### config.mk
export PLATFORM = sky130hd
export DESIGN_NAME = fht_but_feed_flat
export DESIGN_NICKNAME = d
export VERILOG_FILES = /design/src/rtl/fht_but_feed_pkg.sv /design/src/rtl/fht_but_feed_if.sv /design/src/rtl/fht_but_feed_addr.sv /design/src/rtl/fht_but_feed.sv /design/src/flat_wrapper.sv
export SDC_FILE = /design/constraint.sdc
export NUM_CORES = 1
export LEC_CHECK = 0
export ABC_CLOCK_PERIOD_IN_PS = 12000
export CORE_UTILIZATION = 40
export CTS_CLUSTER_SIZE = 24
export DETAILED_ROUTE_END_ITERATION = 7
export HOLD_SLACK_MARGIN = 0.1
export PLACE_DENSITY_LB_ADDON = 0.12
export SYNTH_ARGS = -nofsm -noshare
export SYNTH_HDL_FRONTEND = slang
export SYNTH_SLANG_ARGS = --single-unit
### constraint.sdc
create_clock -name iCLK -period 12 [get_ports iCLK]
set_clock_uncertainty 0.15 [all_clocks]
set_input_delay 3 -clock iCLK [delete_from_list [all_inputs] [get_ports iCLK]]
set_output_delay 3 -clock iCLK [all_outputs]
set_load 0.02 [all_outputs]
### src/rtl/fht_but_feed_pkg.sv
// Shared definitions for the FHT butterfly operand feeder: default widths
// and the feeder FSM state encoding.
package fht_pkg;

  localparam int D_BIT_DEF = 17;                     // data sample width
  localparam int W_BIT_DEF = 12;                     // twiddle width
  localparam int A_BIT_DEF = 8;                      // log2 of transform length
  localparam int W_MAX_DEF = 2 ** (W_BIT_DEF - 2);   // cos value meaning 1.0

  typedef enum logic [2:0] {
    IDLE,
    RD0,
    RD1,
    RD2,
    FLUSH
  } feed_state_e;

endpackage

### src/rtl/fht_but_feed_if.sv
// Memory/butterfly bus of the FHT feeder: data RAM read port, twiddle ROM
// port and the registered operand set handed to the butterfly.
interface fht_but_feed_if
  import fht_pkg::*;
#(
  parameter int D_BIT = D_BIT_DEF,
  parameter int W_BIT = W_BIT_DEF,
  parameter int A_BIT = A_BIT_DEF
);

  logic                    oRD_EN;
  logic [A_BIT-1:0]        oRD_ADDR;
  logic signed [D_BIT-1:0] iRD_DATA;

  logic [A_BIT-2:0]        oROM_ADDR;
  logic signed [W_BIT-1:0] iROM_SIN;
  logic signed [W_BIT-1:0] iROM_COS;

  logic signed [D_BIT-1:0] oX_0;
  logic signed [D_BIT-1:0] oX_1;
  logic signed [D_BIT-1:0] oX_2;
  logic signed [W_BIT-1:0] oSIN;
  logic signed [W_BIT-1:0] oCOS;
  logic [A_BIT-1:0]        oWR_ADDR_0;
  logic [A_BIT-1:0]        oWR_ADDR_1;
  logic                    oVALID;
  logic                    oLAST;

  // The feeder drives addresses and operands, memories answer with data.
  modport master (
    output oRD_EN, oRD_ADDR, oROM_ADDR,
    output oX_0, oX_1, oX_2, oSIN, oCOS, oWR_ADDR_0, oWR_ADDR_1, oVALID, oLAST,
    input  iRD_DATA, iROM_SIN, iROM_COS
  );

  modport slave (
    input  oRD_EN, oRD_ADDR, oROM_ADDR,
    input  oX_0, oX_1, oX_2, oSIN, oCOS, oWR_ADDR_0, oWR_ADDR_1, oVALID, oLAST,
    output iRD_DATA, iROM_SIN, iROM_COS
  );

endinterface

### src/rtl/fht_but_feed_addr.sv
// Butterfly index arithmetic for one FHT stage: from butterfly number b and
// stage s produce the three data indices and the twiddle ROM address.
module fht_feed_addr
  import fht_pkg::*;
#(
  parameter int A_BIT = A_BIT_DEF
) (
  input  logic [A_BIT-2:0] b_i,
  input  logic [3:0]       s_i,
  output logic [A_BIT-1:0] k0_o,
  output logic [A_BIT-1:0] k1_o,
  output logic [A_BIT-1:0] k2_o,
  output logic [A_BIT-2:0] rom_addr_o,
  output logic             j_zero_o
);

  // One spare bit so g + 2h never wraps before truncation.
  localparam int XW = A_BIT + 1;

  logic [XW-1:0] bx;
  logic [XW-1:0] h;
  logic [XW-1:0] j;
  logic [XW-1:0] g;

  // h = 2^s, j = b mod h, g = (b div h) * 2h, then the three indices.
  always_comb begin
    bx         = XW'(b_i);
    h          = XW'(1) << s_i;
    j          = bx & (h - XW'(1));
    g          = (bx - j) << 1;
    k0_o       = A_BIT'(g + j);
    k1_o       = A_BIT'(g + h + j);
    j_zero_o   = (j == '0);
    k2_o       = j_zero_o ? k1_o : A_BIT'(g + (h << 1) - j);
    rom_addr_o = (A_BIT-1)'(j << (A_BIT - 1 - int'(s_i)));
  end

endmodule

### src/rtl/fht_but_feed.sv
// FHT butterfly operand feeder: walks every butterfly of one stage, reads
// k0/k1/k2 from the data RAM and the twiddle from the ROM, and presents a
// registered operand set with oVALID, one butterfly per 3 cycles.
// Optional feature: FHT_FEED_J0_SKIP_EN makes j=0 butterflies skip the k2
// read (oX_2 = k1 data, oSIN = 0, oCOS = W_MAX), taking 2 cycles each.
module fht_but_feed
  import fht_pkg::*;
#(
  parameter int D_BIT = D_BIT_DEF,
  parameter int W_BIT = W_BIT_DEF,
  parameter int A_BIT = A_BIT_DEF,
  parameter int W_MAX = 2 ** (W_BIT - 2)
) (
  input  logic         iCLK,
  input  logic         iRESET,
  input  logic         iSTART,
  input  logic [3:0]   iSTAGE,
  output logic         oBUSY,
  fht_but_feed_if.master bus
);

`ifdef FHT_FEED_J0_SKIP_EN
  localparam bit J0_SKIP = 1'b1;
`else
  localparam bit J0_SKIP = 1'b0;
`endif

  feed_state_e state_q, state_d;
  logic [A_BIT-2:0] b_q, b_d;
  logic [3:0]       stage_q;
  logic             busy_q;
  logic             start_ok;
  logic             last_b;

  logic [A_BIT-1:0] k0, k1, k2;
  logic [A_BIT-2:0] rom_addr;
  logic             j_zero;

  logic             rd_en;
  logic [A_BIT-1:0] rd_addr;
  logic [A_BIT-2:0] rom_addr_out;
  logic             capture_d, cap_skip_d;

  // Operands in flight for the butterfly being captured next cycle.
  logic signed [D_BIT-1:0] hold0_q, hold1_q;
  logic             cap_q, cap_skip_q, last_pend_q;
  logic [A_BIT-1:0] wr0_pend_q, wr1_pend_q;

  // Registered operand set seen by the butterfly.
  logic signed [D_BIT-1:0] x0_q, x1_q, x2_q;
  logic signed [W_BIT-1:0] sin_q, cos_q;
  logic [A_BIT-1:0] wr0_q, wr1_q;
  logic             valid_q, last_q;

  fht_feed_addr #(.A_BIT(A_BIT)) u_addr (
    .b_i        (b_q),
    .s_i        (stage_q),
    .k0_o       (k0),
    .k1_o       (k1),
    .k2_o       (k2),
    .rom_addr_o (rom_addr),
    .j_zero_o   (j_zero)
  );

  assign last_b = (b_q == '1);

  // Next-state, read strobes and capture scheduling.
  always_comb begin
    // NOTE: every output of this block gets a default first, so no path
    // through the case leaves a signal unassigned and no latch is inferred.
    state_d      = state_q;
    b_d          = b_q;
    start_ok     = 1'b0;
    rd_en        = 1'b0;
    rd_addr      = '0;
    rom_addr_out = '0;
    capture_d    = 1'b0;
    cap_skip_d   = 1'b0;
    case (state_q)
      IDLE: begin
        // The final oVALID cycle is spent in IDLE with busy still high.
        if (iSTART && !busy_q && (int'(iSTAGE) < A_BIT)) begin
          start_ok = 1'b1;
          b_d      = '0;
          state_d  = RD0;
        end
      end
      RD0: begin
        rd_en   = 1'b1;
        rd_addr = k0;
        state_d = RD1;
      end
      RD1: begin
        rd_en   = 1'b1;
        rd_addr = k1;
        if (J0_SKIP && j_zero) begin
          capture_d  = 1'b1;
          cap_skip_d = 1'b1;
          b_d        = b_q + 1'b1;
          state_d    = last_b ? FLUSH : RD0;
        end else begin
          state_d = RD2;
        end
      end
      RD2: begin
        rd_en        = 1'b1;
        rd_addr      = k2;
        rom_addr_out = rom_addr;
        capture_d    = 1'b1;
        b_d          = b_q + 1'b1;
        state_d      = last_b ? FLUSH : RD0;
      end
      FLUSH:   state_d = IDLE;
      default: state_d = IDLE;
    endcase
  end

  // FSM state, butterfly counter, stage and busy flag.
  always_ff @(posedge iCLK or negedge iRESET) begin
    if (!iRESET) begin
      state_q <= IDLE;
      b_q     <= '0;
      stage_q <= '0;
      busy_q  <= 1'b0;
    end else begin
      // NOTE: state registers use non-blocking assignments so every flop
      // samples the pre-edge values regardless of statement order.
      state_q <= state_d;
      b_q     <= b_d;
      if (start_ok) begin
        stage_q <= iSTAGE;
        busy_q  <= 1'b1;
      end else if (valid_q && last_q) begin
        busy_q  <= 1'b0;
      end
    end
  end

  // Hold k0/k1 data, remember the pending butterfly, then load the outputs.
  always_ff @(posedge iCLK or negedge iRESET) begin
    if (!iRESET) begin
      // NOTE: the data holds are ordinary flops, not a RAM, so they are
      // cleared with everything else and no stale operand survives reset.
      hold0_q     <= '0;
      hold1_q     <= '0;
      cap_q       <= 1'b0;
      cap_skip_q  <= 1'b0;
      last_pend_q <= 1'b0;
      wr0_pend_q  <= '0;
      wr1_pend_q  <= '0;
      x0_q        <= '0;
      x1_q        <= '0;
      x2_q        <= '0;
      sin_q       <= '0;
      cos_q       <= '0;
      wr0_q       <= '0;
      wr1_q       <= '0;
      valid_q     <= 1'b0;
      last_q      <= 1'b0;
    end else begin
      if (state_q == RD1) hold0_q <= bus.iRD_DATA;
      if (state_q == RD2) hold1_q <= bus.iRD_DATA;
      cap_q      <= capture_d;
      cap_skip_q <= cap_skip_d;
      if (capture_d) begin
        wr0_pend_q  <= k0;
        wr1_pend_q  <= k1;
        last_pend_q <= last_b;
      end
      valid_q <= cap_q;
      if (cap_q) begin
        x0_q   <= hold0_q;
        x1_q   <= cap_skip_q ? bus.iRD_DATA : hold1_q;
        x2_q   <= bus.iRD_DATA;
        sin_q  <= cap_skip_q ? '0 : bus.iROM_SIN;
        cos_q  <= cap_skip_q ? W_BIT'(W_MAX) : bus.iROM_COS;
        wr0_q  <= wr0_pend_q;
        wr1_q  <= wr1_pend_q;
        last_q <= last_pend_q;
      end
    end
  end

  assign oBUSY          = busy_q;
  assign bus.oRD_EN     = rd_en;
  assign bus.oRD_ADDR   = rd_addr;
  assign bus.oROM_ADDR  = rom_addr_out;
  assign bus.oX_0       = x0_q;
  assign bus.oX_1       = x1_q;
  assign bus.oX_2       = x2_q;
  assign bus.oSIN       = sin_q;
  assign bus.oCOS       = cos_q;
  assign bus.oWR_ADDR_0 = wr0_q;
  assign bus.oWR_ADDR_1 = wr1_q;
  assign bus.oVALID     = valid_q;
  assign bus.oLAST      = last_q;

endmodule

### src/flat_wrapper.sv
// flat-port wrapper written by rule: the top's interface ports become plain ports
module fht_but_feed_flat import fht_pkg::*;
#(
  parameter int D_BIT = D_BIT_DEF,
  parameter int W_BIT = W_BIT_DEF,
  parameter int A_BIT = A_BIT_DEF,
  parameter int W_MAX = 2 ** (W_BIT - 2)
)
  (iCLK, iRESET, iSTART, iSTAGE, oBUSY, bus_oRD_EN, bus_oRD_ADDR, bus_oROM_ADDR, bus_oX_0, bus_oX_1, bus_oX_2, bus_oSIN, bus_oCOS, bus_oWR_ADDR_0, bus_oWR_ADDR_1, bus_oVALID, bus_oLAST, bus_iRD_DATA, bus_iROM_SIN, bus_iROM_COS);
  fht_but_feed_if #(.D_BIT(D_BIT), .W_BIT(W_BIT), .A_BIT(A_BIT)) bus_i ();
  input  logic iCLK;
  input  logic iRESET;
  input  logic iSTART;
  input  logic [3:0] iSTAGE;
  output logic oBUSY;
  output wire logic [$bits(bus_i.oRD_EN)-1:0] bus_oRD_EN;
  output wire logic [$bits(bus_i.oRD_ADDR)-1:0] bus_oRD_ADDR;
  output wire logic [$bits(bus_i.oROM_ADDR)-1:0] bus_oROM_ADDR;
  output wire logic [$bits(bus_i.oX_0)-1:0] bus_oX_0;
  output wire logic [$bits(bus_i.oX_1)-1:0] bus_oX_1;
  output wire logic [$bits(bus_i.oX_2)-1:0] bus_oX_2;
  output wire logic [$bits(bus_i.oSIN)-1:0] bus_oSIN;
  output wire logic [$bits(bus_i.oCOS)-1:0] bus_oCOS;
  output wire logic [$bits(bus_i.oWR_ADDR_0)-1:0] bus_oWR_ADDR_0;
  output wire logic [$bits(bus_i.oWR_ADDR_1)-1:0] bus_oWR_ADDR_1;
  output wire logic [$bits(bus_i.oVALID)-1:0] bus_oVALID;
  output wire logic [$bits(bus_i.oLAST)-1:0] bus_oLAST;
  input wire logic [$bits(bus_i.iRD_DATA)-1:0] bus_iRD_DATA;
  input wire logic [$bits(bus_i.iROM_SIN)-1:0] bus_iROM_SIN;
  input wire logic [$bits(bus_i.iROM_COS)-1:0] bus_iROM_COS;
  assign bus_oRD_EN = bus_i.oRD_EN;
  assign bus_oRD_ADDR = bus_i.oRD_ADDR;
  assign bus_oROM_ADDR = bus_i.oROM_ADDR;
  assign bus_oX_0 = bus_i.oX_0;
  assign bus_oX_1 = bus_i.oX_1;
  assign bus_oX_2 = bus_i.oX_2;
  assign bus_oSIN = bus_i.oSIN;
  assign bus_oCOS = bus_i.oCOS;
  assign bus_oWR_ADDR_0 = bus_i.oWR_ADDR_0;
  assign bus_oWR_ADDR_1 = bus_i.oWR_ADDR_1;
  assign bus_oVALID = bus_i.oVALID;
  assign bus_oLAST = bus_i.oLAST;
  assign bus_i.iRD_DATA = bus_iRD_DATA;
  assign bus_i.iROM_SIN = bus_iROM_SIN;
  assign bus_i.iROM_COS = bus_iROM_COS;
  fht_but_feed #(.D_BIT(D_BIT), .W_BIT(W_BIT), .A_BIT(A_BIT), .W_MAX(W_MAX)) u_core (.iCLK(iCLK), .iRESET(iRESET), .iSTART(iSTART), .iSTAGE(iSTAGE), .oBUSY(oBUSY), .bus(bus_i));
endmodule
After elaboration in Yosys (flattened, before gate mapping)
Cells that the tools add are included.
{"block": "word_totals", "ff_bits": 160, "word_cells": 61}
{"block": "op_classes", "muxes": 14, "add_sub_neg": 9, "magnitude_cmp": 1, "n_eq_ne": 5, "shifts": 2, "reduce_logical": 10, "bitwise": 1}
{"op": "$add 8x8->8", "count": 4}
{"op": "$shl 9x32->7", "count": 1}
{"op": "$pmux 8 s3", "count": 1}
{"op": "$mux 7", "count": 2}
{"op": "$pmux 7 s2", "count": 1}
{"op": "$pmux 3 s4", "count": 1}
{"op": "$and 7x9->9", "count": 1}
{"op": "$logic_not 9->1", "count": 1}
{"op": "$shl 1x4->9 const A", "count": 1}
{"op": "$sub 9x1->9 const B", "count": 1}
{"op": "$mux 8", "count": 1}
{"op": "$sub 8x8->8", "count": 1}
{"op": "$add 7x1->7 const B", "count": 1}
{"op": "$eq 7x7->1 const B", "count": 1}
{"op": "$sub 7x7->7", "count": 1}
{"op": "$eq 3x2->1 const B", "count": 2}
{"op": "$mux 1", "count": 6}
{"op": "$mux 3", "count": 2}
{"op": "$sub 3x4->5 const A", "count": 1}
{"op": "$lt 4x4->1 const B", "count": 1}
{"op": "$reduce_bool 2->1", "count": 2}
{"op": "$eq 3x1->1 const B", "count": 1}
{"op": "$logic_and 1x1->1", "count": 3}
{"op": "$logic_not 3->1", "count": 1}
{"op": "other kinds (4)", "count": 4}

Depth between registers and ports, before layout
Gate-level depths: netlist of run 1.
{"block": "logic_depth", "depth_word": 8, "mapped_depth": 19, "ltp_nobuf": 19}

Hierarchy
A second synthesis of run 1 with hierarchy kept.
{"block": "hier_totals", "hier_cells": 710, "area_unflattened_um2": 8066.5}
{"module": "fht_but_feed", "n_inst": 1, "cells_each": 473, "area_per_inst_um2": 6293.5, "seq_area_each_um2": 4003.8}
{"module": "fht_feed_addr", "n_inst": 1, "cells_each": 237, "area_per_inst_um2": 1773.0, "seq_area_each_um2": 0.0}

Worst setup path before layout of run 1
Ideal clock, no wire load.
{"block": "synth_timing", "kind": "register -> output", "startpoint": "reg u_core.stage_q[2]", "endpoint": "out bus_oRD_ADDR[7]", "slack_ps": 4401, "stages_incl_launch_ff": 20, "t_arrival_ps": 4449, "required_ps": 8850, "cell_sequence": "dfrtp_1 -> clkbuf_1 -> clkbuf_1 -> or3_1 -> ha_1 -> clkbuf_1 -> nor4b_1 -> o21bai_1 -> a21boi_1 -> inv_1 -> fa_1 -> inv_1 -> ha_1 -> o21ai_0 -> o21bai_1 -> a21oi_1 -> xnor2_1 -> xor3_1 -> or3_1 -> o221ai_1"}
{"block": "synth_between", "elab_chain_cells": 8, "word_cells_on_any_way": 12, "classes_between": "add/sub (7); shift (1); mux (2); bitwise (1); reduce/logical (1)"}
{"element": "start, declared", "line_no": "fht_but_feed.sv:30", "text": "logic [3:0] stage_q;"}
{"element": "start signal, assigned", "line_no": "fht_but_feed.sv:131", "text": "stage_q <= iSTAGE;"}
{"element": "$shl 1x4->9 (*)", "line_no": "fht_but_feed_addr.sv:28", "text": "h = XW'(1) << s_i;"}
{"element": "$sub 9x1->9", "line_no": "fht_but_feed_addr.sv:29", "text": "j = bx & (h - XW'(1));"}
{"element": "$and 7x9->9", "line_no": "fht_but_feed_addr.sv:29"}
{"element": "$sub 7x7->7", "line_no": "fht_but_feed_addr.sv:30", "text": "g = (bx - j) << 1;"}
{"element": "$add 8x8->8, on equally long branches", "line_no": "fht_but_feed_addr.sv:34, fht_but_feed_addr.sv:32"}
{"element": "$sub 8x8->8 / $add 8x8->8 (equally long branches)", "line_no": "fht_but_feed_addr.sv:34, fht_but_feed_addr.sv:32"}
{"element": "$mux 8", "line_no": "fht_but_feed_addr.sv:34", "text": "k2_o = j_zero_o ? k1_o : A_BIT'(g + (h << 1) - j);"}
{"element": "$pmux 8 s3 (*)", "line_no": "fht_but_feed.sv:79", "text": "case (state_q)"}
{"element": "end, declared", "line_no": "flat_wrapper.sv:17", "text": "output wire logic [$bits(bus_i.oRD_ADDR)-1:0] bus_oRD_ADDR;"}
Every way passes the cells marked *; elsewhere a longest branch is shown, timed or not.

Final worst setup path of run 1
Same ends and word-level chain as after synthesis.

==> results of run 1 <==
-- synthesized netlist by cell type (3+ instances only) --
cell / count
dfrtp_1: 160
mux2_2: 116
nand2_1: 102
inv_1: 30
o21ai_0: 29
clkbuf_1: 28
ha_1: 25
nor2_1: 25
a21oi_1: 19
xnor2_1: 14
fa_1: 12
a21o_1: 9
nand3_1: 9
xor2_1: 8
o21bai_1: 7
mux2i_1: 6
nor2b_1: 6
and2_1: 5
nand2b_1: 5
nor3_1: 5
a22oi_1: 4
o22ai_1: 4
or3_1: 4
a211oi_1: 3
and3_1: 3
buf_1: 3
o21a_1: 3
-- cell type report --
class / instances / area (sq um)
repair buffers: 162 / 1610
clock inverters: 14 / 174
well taps: 260 / 325
clock buffers: 17 / 425
fillers: 1634 / 8680
flip-flops and latches: 160 / 4010
inverters: 31 / 118
multi-input cells: 449 / 3490
-- stage by stage --
step           power, uW  hold WS (ns)  utilization  std cells  area [sq um]
2_1_floorplan       2260         0.220            -        671          7730
3_3_place_gp        3000         0.302        0.507       1062          9560
3_5_place_dp        3040         0.309        0.507       1062          9560
4_1_cts             3610         0.325        0.539       1093         10200
5_1_grt             3840         0.346        0.539       1093         10200
6_report            3570         0.321        0.539       1093         10200
-- layout by cell type, fill, tap and decap left out, types with 7 or more instances in the layout --
| cell type | count |
|---|---|
| dfrtp_1 | 159 |
| o21ai_0 | 29 |
| inv_1 | 30 |
| clkbuf_16 | 17 |
| a21o_1 | 9 |
| a21oi_1 | 19 |
| fa_1 | 12 |
| mux2_2 | 116 |
| nand3_1 | 9 |
| xnor2_1 | 14 |
| xor2_1 | 8 |
| clkdlybuf4s50_1 | 156 |
| ha_1 | 25 |
| nor2_1 | 24 |
| nand2_1 | 101 |
| o21bai_1 | 7 |
-- power groups by stage --
| stage | Clock (uW) | Sequential [uW] | Combinational, uW |
|---|---|---|---|
| 2_1_floorplan | 0 | 1130 | 1130 |
| 3_3_place_gp | 0 | 991 | 2010 |
| 3_5_place_dp | 0 | 1010 | 2030 |
| 4_1_cts | 564 | 999 | 2050 |
| 5_1_grt | 590 | 1040 | 2210 |
| 6_report | 549 | 996 | 2030 |
-- flip-flops by register name (all words and copies together) (netlist names) --
register	cells
u_core.bus.oWR_ADDR_1	8
u_core.stage_q	4
u_core.oBUSY	1
u_core.wr0_pend_q	8
u_core.bus.oLAST	1
u_core.bus.oX_0	17
u_core.hold0_q	17
u_core.b_q	7
u_core.bus.oX_2	17
u_core.bus.oCOS	12
u_core.state_q	3
u_core.cap_q	1
u_core.bus.oVALID	1
u_core.hold1_q	17
u_core.wr1_pend_q	8
u_core.bus.oWR_ADDR_0	8
u_core.bus.oSIN	12
u_core.bus.oX_1	17
u_core.last_pend_q	1
-- critical path, stage by stage (launching register included) --
cell	delay, ns
dfrtp_1	0.60
or3_1	0.50
nor2_1	0.24
inv_1	0.13
ha_1	0.32
nor4b_1	0.29
o21bai_1	0.13
a21boi_1	0.37
inv_1	0.17
fa_1	0.53
inv_1	0.04
ha_1	0.33
o21ai_0	0.17
o21bai_1	0.09
a21oi_1	0.19
xnor2_1	0.19
xor3_1	0.28
or3_1	0.31
o221ai_1	0.13
clkdlybuf4s50_1	0.67
-- worst min-delay path by stage --
stage / from / end / slack (ns) / cells after the start
final: u_core.hold1_q[2] / u_core.hold1_q[2] / 0.32 / 2
after global routing: u_core.hold1_q[15] / u_core.hold1_q[15] / 0.35 / 2
after CTS: u_core.hold1_q[10] / u_core.hold1_q[10] / 0.32 / 2
after detailed placement: u_core.hold1_q[10] / u_core.hold1_q[10] / 0.31 / 2
after global placement: u_core.hold1_q[10] / u_core.hold1_q[10] / 0.30 / 2
after floorplan: u_core.cap_q / u_core.bus.oVALID / 0.22 / 0
-- logic make-up (layout without fill, tap and decap cells) --
group	after synthesis	count (layout)	share of synthesized area
AND/OR/NAND/NOR	176	176	0.103
adder cells (fa/ha/maj)	37	37	0.0716
flip-flops	160	160	0.518
other	2	3	0.000972
buffers and inverters	62	224	0.0303
AO/OA/AOI/OAI	88	88	0.0711
XOR/XNOR	23	23	0.0280
multiplexers	122	122	0.177
-- per-layer routing --
metal | global-route usage | vias up | wire length, microns
met5 | 0 | - | 0
met1 | 0.259 | 2705 | 8370
met3 | 0.0605 | 18 | 1020
met4 | 0.0578 | 0 | 266
li1 | - | 2595 | -
met2 | 0.332 | 153 | 9040
==> metrics.md, run 1 <==
| Metric | Value |
|---|---|
| Routability Congestion | `0.859` |
| Pre-antenna DRT Iters | `5` |
| Average routed wire per standard cell | `17.1 microns` |
| Peak supply drop | `160 uV` |
| Max cap viols | `0` |
| Diode count | `0` |
| Post-CTS resize count | `0` |
| Pre-CTS WS | `3.21 ns` |
| Slew Viols, Final | `0` |
| Clock power frac | `0.154` |
| P_sw | `1480 uW` |
| Clock slew at reported path FFs | `0.07 ns` |
| Avg Cell Area, Syn | `11.5 sq um` |
| Net Sw Frac | `0.415` |
| Synth area leader | `dfrtp_1` |
| R2r worst-path depth | `17` |
| EDFF count, synth | `0` |
| Main synth FF type | `dfrtp_1` |
| Antenna-violating nets left | `0` |
| Chip height | `141 microns` |
| Setup crit end | `bus_oRD_ADDR[7]` |
| Global-route wire length before repair | `30700 microns` |
| DRT iter0 DRCs | `258` |
| TNS Setup | `0 ns` |
| R2R Path End | `u_core.wr1_pend_q[7]` |
| TritonCTS clock tree | `done` |
| Pleak | `0.00451 uW` |
| Layout area overhead | `31.5%` |
| WS Path Type | `reg2out` |
| Area of the mapped netlist | `7720 sq um` |
| Reg-to-reg startpoint | `u_core.stage_q[2]` |
| Die W | `141 microns` |
| WP data arrival | `6.11 ns` |
| Final Hold Fails | `0` |
| Clock Path Buffers | `2` |
| Ports | `158` |
| Int Power | `2090 uW` |
| Period minus WS final | `9.26 ns` |
| Outcome | `completed` |
| Crit end category | `output port` |
| Vias per cell | `5.01` |
| Setup Viol. Count Final | `0` |
| Crit share post-route | `0.772` |
| Post-synthesis register bit count | `160` |
| Unique cell type count in the Yosys netlist | `47` |
| Max_slew headroom | `0.356` |
| Area share of the largest cell type after synthesis | `0.518` |
| Mapped Cells | `670` |
| Site row count | `50` |
| Number of global-route vias before repair | `5675` |
| Largest net degree at the start of global routing | `83` |
| Total vias in the final route | `5471` |
| Remaining DRCs | `0` |
| Clk_lat worst skew | `0.42 ns` |
| Overflow after GRT | `0` |
| Logic pwr share | `0.568` |
| Num CTS Buffers | `17` |
| Yosys warnings | `0` |
| DRT Wirelength | `18700 microns` |
| Root buffer cell | `clkbuf_16` |
| Slew @ Worst Pin | `0.967 ns` |
| Hold Buf Count CTS | `0` |
| Initial core utilization | `0.410` |
| Unrepaired setup endpoints after global routing | `false` |
| Core ar. | `18800 sq um` |
| Port buffer count | `157` |
| Initial antenna violation count | `0` |
| Required @ worst endpoint | `8.85 ns` |
| Post-CTS setup buffer count | `0` |
| Flop pwr share | `0.279` |
| Nets | `906` |
| Tot GR Track Use | `0.202` |
| Post-DP HPWL | `13300 microns` |
| PnR worst setup slack | `2.74 ns` |
| Worst Setup SP | `u_core.stage_q[2]` |
| Crit path max fanout | `22` |
| Flop-to-flop setup slack | `7.02 ns` |
| H-tree depth | `4` |
| Hold crit path type | `reg2reg` |
| Largest cells by area after synthesis | `dfrtp_1 52%, mux2_2 17%, nand2_1 5.0%` |
| Seq/Total Area, Yosys | `0.518` |
| F_max | `108 MHz` |
| Async SR Flop Fraction | `1.00` |
| Clock sinks | `160` |
| Power Density | `352 nW/um^2` |
| Die Area | `19900 sq um` |
| CP Launch Type | `flip-flop` |
| Ratio of cells with drive above 1 in the final layout | `0.196` |
Power figures use the tool's default switching activity.
==> inputs of run 2 (changes only) <==
Settings changed: ABC_CLOCK_PERIOD_IN_PS 12000 to 8710.
Clock period 12 ns to 8.71 ns, I/O delays scaled along.
==> run 2 against run 1 <==
Against the previous run:
- largest power group unchanged
- sequential share of layout area decreased by 0.12 points
- final cell count increased by 0.55%
- sequential power increased by 36%
- worst hold slack barely moved
- critical path type unchanged
- critical path depth unchanged
==> metrics.md, run 2 (synthesis gave the netlist of run 1 again) <==
| Metric | Value |
|---|---|
| Initial antenna violation count | `0 (unchanged)` |
| Clock sinks | `160 (unchanged)` |
| Post-CTS setup buffer count | `0 (unchanged)` |
| Initial core utilization | `0.410 (unchanged)` |
| Pleak | `0.00454 uW (was 0.00451 uW)` |
| Die W | `141 microns (unchanged)` |
| Pre-CTS WS | `0.912 ns (was 3.21 ns)` |
| Crit-path cells | `or3_1 -> nor2_1 -> inv_1 -> ha_1 -> nor4b_1 -> o21bai_1 -> a21boi_1 -> inv_1 -> fa_1 -> inv_1 -> ha_1 -> o21ai_0 -> o21bai_1 -> a21oi_1 -> xnor2_1 -> xor3_1 -> or3_1 -> o221ai_1 -> clkdlybuf4s50_1 (unchanged)` |
| Ratio of cells with drive above 1 in the final layout | `0.201 (was 0.196)` |
| Average routed wire per standard cell | `17.3 microns (was 17.1 microns)` |
| Most frequent cells in the layout | `159 x dfrtp_1, 156 x clkdlybuf4s50_1, 116 x mux2_2, 101 x nand2_1, 30 x inv_1 (unchanged)` |
| CP peak stage delay | `0.67 ns (about the same)` |
| Die Area | `19900 sq um (unchanged)` |
| Core ar. | `18800 sq um (unchanged)` |
| Worst Setup SP | `u_core.stage_q[3] (was u_core.stage_q[2])` |
| Largest net degree at the start of global routing | `87 (was 83)` |
| Required @ worst endpoint | `6.38 ns (was 8.85 ns)` |
| Post-DP HPWL | `13400 microns (was 13300 microns)` |
| Num CTS Buffers | `17 (unchanged)` |
| Hold Buf Count CTS | `0 (unchanged)` |
| WP data arrival | `5.89 ns (was 6.11 ns)` |
| FILL cells | `1622 (was 1634)` |
| DRT Wirelength | `19000 microns (was 18700 microns)` |
| Final Hold Fails | `0 (unchanged)` |
| Worst min-delay path endpoint | `u_core.hold1_q[4] (was u_core.hold1_q[2])` |
| Site row count | `50 (unchanged)` |
| Crit path max fanout | `9 (was 22)` |
| H-tree depth | `4 (unchanged)` |
| CP dominant cell by count | `inv_1 (unchanged)` |
| Final instance area | `10200 sq um (about the same)` |
| Reg-to-reg startpoint | `u_core.stage_q[3] (was u_core.stage_q[2])` |
| Remaining DRCs | `0 (unchanged)` |
| PnR worst setup slack | `0.496 ns (was 2.74 ns)` |
| Ports | `158 (unchanged)` |
| Tot GR Track Use | `0.202 (about the same)` |
| Diode count | `0 (unchanged)` |
| TNS Setup | `0 ns (unchanged)` |
| Nets | `911 (was 906)` |
| Hold Crit Depth | `2 (unchanged)` |
| Period minus WS final | `8.21 ns` |
| Max_slew headroom | `0.385 (was 0.356)` |
| Pre-antenna DRT Iters | `5 (unchanged)` |
| DRT iter0 DRCs | `206 (was 258)` |
| Crit-path slowest cell | `clkdlybuf4s50_1 (unchanged)` |
| Power Density | `484 nW/um^2 (was 352 nW/um^2)` |
| WS Path Type | `reg2out (unchanged)` |
| Hold Path Origin | `u_core.hold1_q[4] (was u_core.hold1_q[2])` |
| Unrepaired setup endpoints after global routing | `false (unchanged)` |
| Post-CTS resize count | `0 (unchanged)` |
| F_max | `122 MHz` |
| Most common cell after layout, fill and taps aside | `dfrtp_1 (unchanged)` |
| Flop-to-flop setup slack | `3.96 ns (was 7.02 ns)` |
| Slew @ Worst Pin | `0.923 ns (was 0.967 ns)` |
| Crit share post-route | `0.943` |
| Routability Congestion | `0.878 (was 0.859)` |
| Overflow after GRT | `0 (unchanged)` |
| Total vias in the final route | `5523 (was 5471)` |
| CP Launch Type | `flip-flop (unchanged)` |
| Setup Viol. Count Final | `0 (unchanged)` |
| Slew Viols, Final | `0 (unchanged)` |
| Port buffer count | `157 (unchanged)` |
| Placement Cell Area | `9590 sq um (was 9560 sq um)` |
| R2R Path End | `u_core.wr1_pend_q[7] (unchanged)` |
| Global-route wire length before repair | `30600 microns (was 30700 microns)` |
| Peak supply drop | `196 uV (was 160 uV)` |
| Outcome | `completed (unchanged)` |
| Max cap viols | `0 (unchanged)` |
| R2r worst-path depth | `17 (unchanged)` |
| TritonCTS clock tree | `done (unchanged)` |
| Root buffer cell | `clkbuf_16 (unchanged)` |
| Total power | `4930 uW (was 3570 uW)` |
| Vias per cell | `5.03 (was 5.01)` |
| Clock Path Buffers | `2 (unchanged)` |
| Clk_lat worst skew | `0.43 ns (was 0.42 ns)` |
| Number of global-route vias before repair | `5645 (was 5675)` |
| Crit end category | `output port (unchanged)` |
| Antenna-violating nets left | `0 (unchanged)` |
| Hold crit path type | `reg2reg (unchanged)` |
| Clock slew at reported path FFs | `0.07 ns (about the same)` |
| Chip height | `141 microns (unchanged)` |
| Layout area overhead | `31.9% (was 31.5%)` |
-- run 2: cell count changes in the layout (fill, tap and decap cells not counted), sizes merged --
cell    previous run  this run
inv               36        35
clkbuf            17        18
buf                6        11
bufinv             2         1
clkinv             5         7
-- run 2: worst max path at each step --
stage                 endpoint
5_1_grt        bus_oRD_ADDR[7]
6_report       bus_oRD_ADDR[7]
3_3_place_gp   bus_oRD_ADDR[7]
4_1_cts        bus_oRD_ADDR[7]
3_5_place_dp   bus_oRD_ADDR[7]
2_1_floorplan  bus_oRD_ADDR[7]
-- run 2: area by class of cell --
| cell class | count | area (sq um) | area share |
|---|---|---|---|
| Sequential cell | 160 | 4010 | 0.393 |
| Multi-Input combinational cell | 449 | 3490 | 0.343 |
| Timing Repair Buffer | 167 | 1650 | 0.162 |
| Clock buffer | 18 | 439 | 0.0431 |
| Tap cell | 260 | 325 | 0.0319 |
| Clock inverter | 14 | 153 | 0.0150 |
| Inverter | 31 | 118 | 0.0115 |
-- run 2: through the flow --
| step | std cells | hold WS, ns | utilization |
|---|---|---|---|
| 2_1_floorplan | 671 | 0.220 | - |
| 4_1_cts | 1099 | 0.327 | 0.541 |
| 3_5_place_dp | 1067 | 0.311 | 0.509 |
| 3_3_place_gp | 1067 | 0.302 | 0.509 |
| 6_report | 1099 | 0.321 | 0.541 |
| 5_1_grt | 1099 | 0.346 | 0.541 |
-- run 2: power by group --
group / internal [uW] / leakage (uW) / switching [uW] / total [uW]
clock network: 412 / 0.000286 / 335 / 747
logic: 1350 / 0.00231 / 1490 / 2840
registers: 1110 / 0.00194 / 237 / 1350
total: 2870 / 0.00454 / 2060 / 4930
-- run 2: worst max-delay path, delay by kind of cell, from the launching register on --
| kind | cells | cell delay [ns] |
|---|---|---|
| AOI/OAI and AO/OA | 6 | 1.06 |
| xor gates and xnor gates | 2 | 0.47 |
| adders and majority gates | 3 | 1.19 |
| buffers and inverters | 4 | 1.02 |
| DFF | 1 | 0.48 |
| and+or+nand+nor | 4 | 1.23 |
-- run 2: routing by layer --
layer  share of wire  GRT usage  vias up
li1                -          -     2601
met4           0.015     0.0652        0
met1            0.45      0.265     2743
met5               0          0        -
met3           0.060     0.0540       18
met2            0.47      0.325      161
==> inputs of run 3 (changes only) <==
Settings changed: CORE_MARGIN set to 4.
==> run 3 against run 2 <==
Against the previous run:
- final cell count is 0.18% lower
- combinational power hardly changed
- sequential power hardly changed
- non-clock buffer count is 2 lower
- fmax hardly changed
- worst hold slack better by 0.0016 ns
- critical path depth stayed put
- final area stayed put
- clock-buffer cell count stayed put
- global-route usage is 1.4 points lower
- core utilization stayed put
- critical endpoint unchanged
- largest cell class unchanged
==> metrics.md, run 3 (synthesis gave the netlist of run 1 again) <==
| Metric | Value |
|---|---|
| WP data arrival | `5.88 ns (was 5.89 ns)` |
| Slew Viols, Final | `0 (unchanged)` |
| Grt met2 use | `0.304 (was 0.325)` |
| Clock Path Buffers | `2 (unchanged)` |
| DRT Wirelength | `19700 microns (was 19000 microns)` |
| GRT busiest layer | `met2 (unchanged)` |
| Met3 usage | `0.0574 (was 0.0540)` |
| Most common cell after layout, fill and taps aside | `dfrtp_1 (unchanged)` |
| Most frequent cells in the layout | `158 x dfrtp_1, 156 x clkdlybuf4s50_1, 116 x mux2_2, 101 x nand2_1, 30 x inv_1 (was 159 x dfrtp_1, 156 x clkdlybuf4s50_1, 116 x mux2_2, 101 x nand2_1, 30 x inv_1)` |
| Global-route wire length before repair | `32100 microns (was 30600 microns)` |
| Crit path max fanout | `22 (was 9)` |
| Core ar. | `18800 sq um (unchanged)` |
| Crit-path slowest cell | `clkdlybuf4s50_1 (unchanged)` |
| CP dominant cell by count | `inv_1 (unchanged)` |
| Number of global-route vias before repair | `5861 (was 5645)` |
| H-tree depth | `4 (unchanged)` |
| Unrepaired setup endpoints after global routing | `false (unchanged)` |
| Met1 GRT Util | `0.246 (was 0.265)` |
| Average routed wire per standard cell | `17.9 microns (was 17.3 microns)` |
| Port buffer count | `157 (unchanged)` |
| Antenna-violating nets left | `0 (unchanged)` |
| WS Path Type | `reg2out (unchanged)` |
| Reg area | `4010 sq um (about the same)` |
| Diode count | `0 (unchanged)` |
| Peak supply drop | `211 uV (was 196 uV)` |
| TNS Setup | `0 ns (unchanged)` |
| Remaining DRCs | `0 (unchanged)` |
| Slew @ Worst Pin | `0.878 ns (was 0.923 ns)` |
| Crit end category | `output port (unchanged)` |
| Multi-input logic area | `3500 sq um (was 3490 sq um)` |
| Pre-antenna DRT Iters | `4 (was 5)` |
| Power Density | `486 nW/um^2 (was 484 nW/um^2)` |
| Num CTS Buffers | `17 (unchanged)` |
| Crit share post-route | `0.943 (about the same)` |
| Vias per cell | `5.01 (was 5.03)` |
| Post-CTS setup buffer count | `0 (unchanged)` |
| Post-DP HPWL | `14100 microns (was 13400 microns)` |
| Tot GR Track Use | `0.188 (was 0.202)` |
| Nets | `909 (was 911)` |
| Period minus WS final | `8.21 ns (about the same)` |
| Clk_lat worst skew | `0.43 ns (about the same)` |
| Hold crit path type | `reg2reg (unchanged)` |
| Initial antenna violation count | `0 (unchanged)` |
| Setup Viol. Count Final | `0 (unchanged)` |
| Crit-path cells | `or3_1 -> nor2_1 -> inv_1 -> ha_1 -> nor4b_1 -> o21bai_1 -> a21boi_2 -> inv_1 -> fa_1 -> inv_1 -> ha_1 -> o21ai_0 -> o21bai_1 -> a21oi_1 -> xnor2_1 -> xor3_1 -> or3_1 -> o221ai_1 -> clkdlybuf4s50_1 (was or3_1 -> nor2_1 -> inv_1 -> ha_1 -> nor4b_1 -> o21bai_1 -> a21boi_1 -> inv_1 -> fa_1 -> inv_1 -> ha_1 -> o21ai_0 -> o21bai_1 -> a21oi_1 -> xnor2_1 -> xor3_1 -> or3_1 -> o221ai_1 -> clkdlybuf4s50_1)` |
| Largest net degree at the start of global routing | `93 (was 87)` |
| F_max | `122 MHz (about the same)` |
| Total vias in the final route | `5496 (was 5523)` |
| Overflow after GRT | `0 (unchanged)` |
| Initial core utilization | `0.410 (unchanged)` |
| CP peak stage delay | `0.68 ns (was 0.67 ns)` |
| Ports | `158 (unchanged)` |
| FILL cells | `1644 (was 1622)` |
| Placement Cell Area | `9580 sq um (was 9590 sq um)` |
| Chip height | `147 microns (was 141 microns)` |
| Ratio of cells with drive above 1 in the final layout | `0.202 (was 0.201)` |
| Final instance area | `10200 sq um (unchanged)` |
| Routability Congestion | `0.839 (was 0.878)` |
| Clock slew at reported path FFs | `0.07 ns (about the same)` |
| DRT iter0 DRCs | `282 (was 206)` |
| TritonCTS clock tree | `done (unchanged)` |
| Site row count | `50 (unchanged)` |
| Pleak | `0.00453 uW (was 0.00454 uW)` |
| Final hold slack | `0.323 ns (was 0.321 ns)` |
| CP Launch Type | `flip-flop (unchanged)` |
| Root buffer cell | `clkbuf_16 (unchanged)` |
| Required @ worst endpoint | `6.38 ns (about the same)` |
| Clock sinks | `160 (unchanged)` |
| Max_slew headroom | `0.414 (was 0.385)` |
| Die Area | `21600 sq um (was 19900 sq um)` |
| Outcome | `completed (unchanged)` |
| Total power | `4950 uW (was 4930 uW)` |
| Hold Buf Count CTS | `0 (unchanged)` |
| Die W | `147 microns (was 141 microns)` |
| Final Hold Fails | `0 (unchanged)` |
| Layout area overhead | `31.9% (unchanged)` |
| Max cap viols | `0 (unchanged)` |
-- run 3: cell count changes in the layout (fill, tap and decap cells not counted), moves of 2 or more --
cell | before | now
clkinvlp_4 | 2 | 0
clkinv_8 | 1 | 4
clkinv_4 | 4 | 2
buf_4 | 10 | 8
inv_6 | 2 | 4
-- run 3: path summary, 6_finish.rpt --
kind,start,endpoint,slack (ns),cells after the start
setup / recovery,u_core.stage_q[3],bus_oRD_ADDR[7],0.50,19
hold / removal,u_core.wr0_pend_q[6],u_core.wr0_pend_q[6],0.32,2
setup reg to reg,u_core.stage_q[3],u_core.wr1_pend_q[7],3.96,17
hold reg to reg,u_core.wr0_pend_q[6],u_core.wr0_pend_q[6],0.32,2
max in group asynchronous,iRESET,u_core.cap_q,5.24,2
min in group asynchronous,iRESET,u_core.stage_q[0],1.68,1
-- run 3: timing repair --
action,4_1_cts,5_1_grt
endpoints found under the setup margin,0,1
gates resized for setup,0,2
endpoints found under the hold margin,0,0
-- run 3: metrics by stage --
stage / worst slack (ns) / utilization / std cells
6_report: 0.498 / 0.541 / 1097
5_1_grt: 0.0265 / 0.541 / 1097
4_1_cts: 0.262 / 0.541 / 1097
3_5_place_dp: 0.743 / 0.509 / 1065
3_3_place_gp: 0.885 / 0.509 / 1065
2_1_floorplan: 1.93 / - / 671
-- run 3: layer usage --
| metal | vias to the layer above | part of all wire |
|---|---|---|
| li1 | 2601 | - |
| met3 | 18 | 0.058 |
| met1 | 2753 | 0.45 |
| met5 | - | 0 |
| met2 | 124 | 0.48 |
| met4 | 0 | 0.014 |
-- run 3: critical path, delay by kind of cell (launching register included) --
| kind | cells | cell delay (ns) |
|---|---|---|
| buf+inv | 4 | 1.02 |
| compound gates | 6 | 1.00 |
| simple gates | 4 | 1.24 |
| fa+ha+maj | 3 | 1.19 |
| flops | 1 | 0.54 |
| xor+xnor | 2 | 0.47 |
-- run 3: layout make-up --
class                   instances  share of cell area
multi-input cells             449               0.343
clock inverters                14              0.0160
clock buffers                  18              0.0431
flip-flops and latches        160               0.394
inverters                      31              0.0115
repair buffers                165               0.160
well taps                     260              0.0319
-- run 3: report_power, final --
part	leakage (uW)	switching (uW)	internal [uW]
registers	0.00194	248	1110
logic	0.00230	1500	1350
clock network	0.000295	349	394
total	0.00453	2090	2850
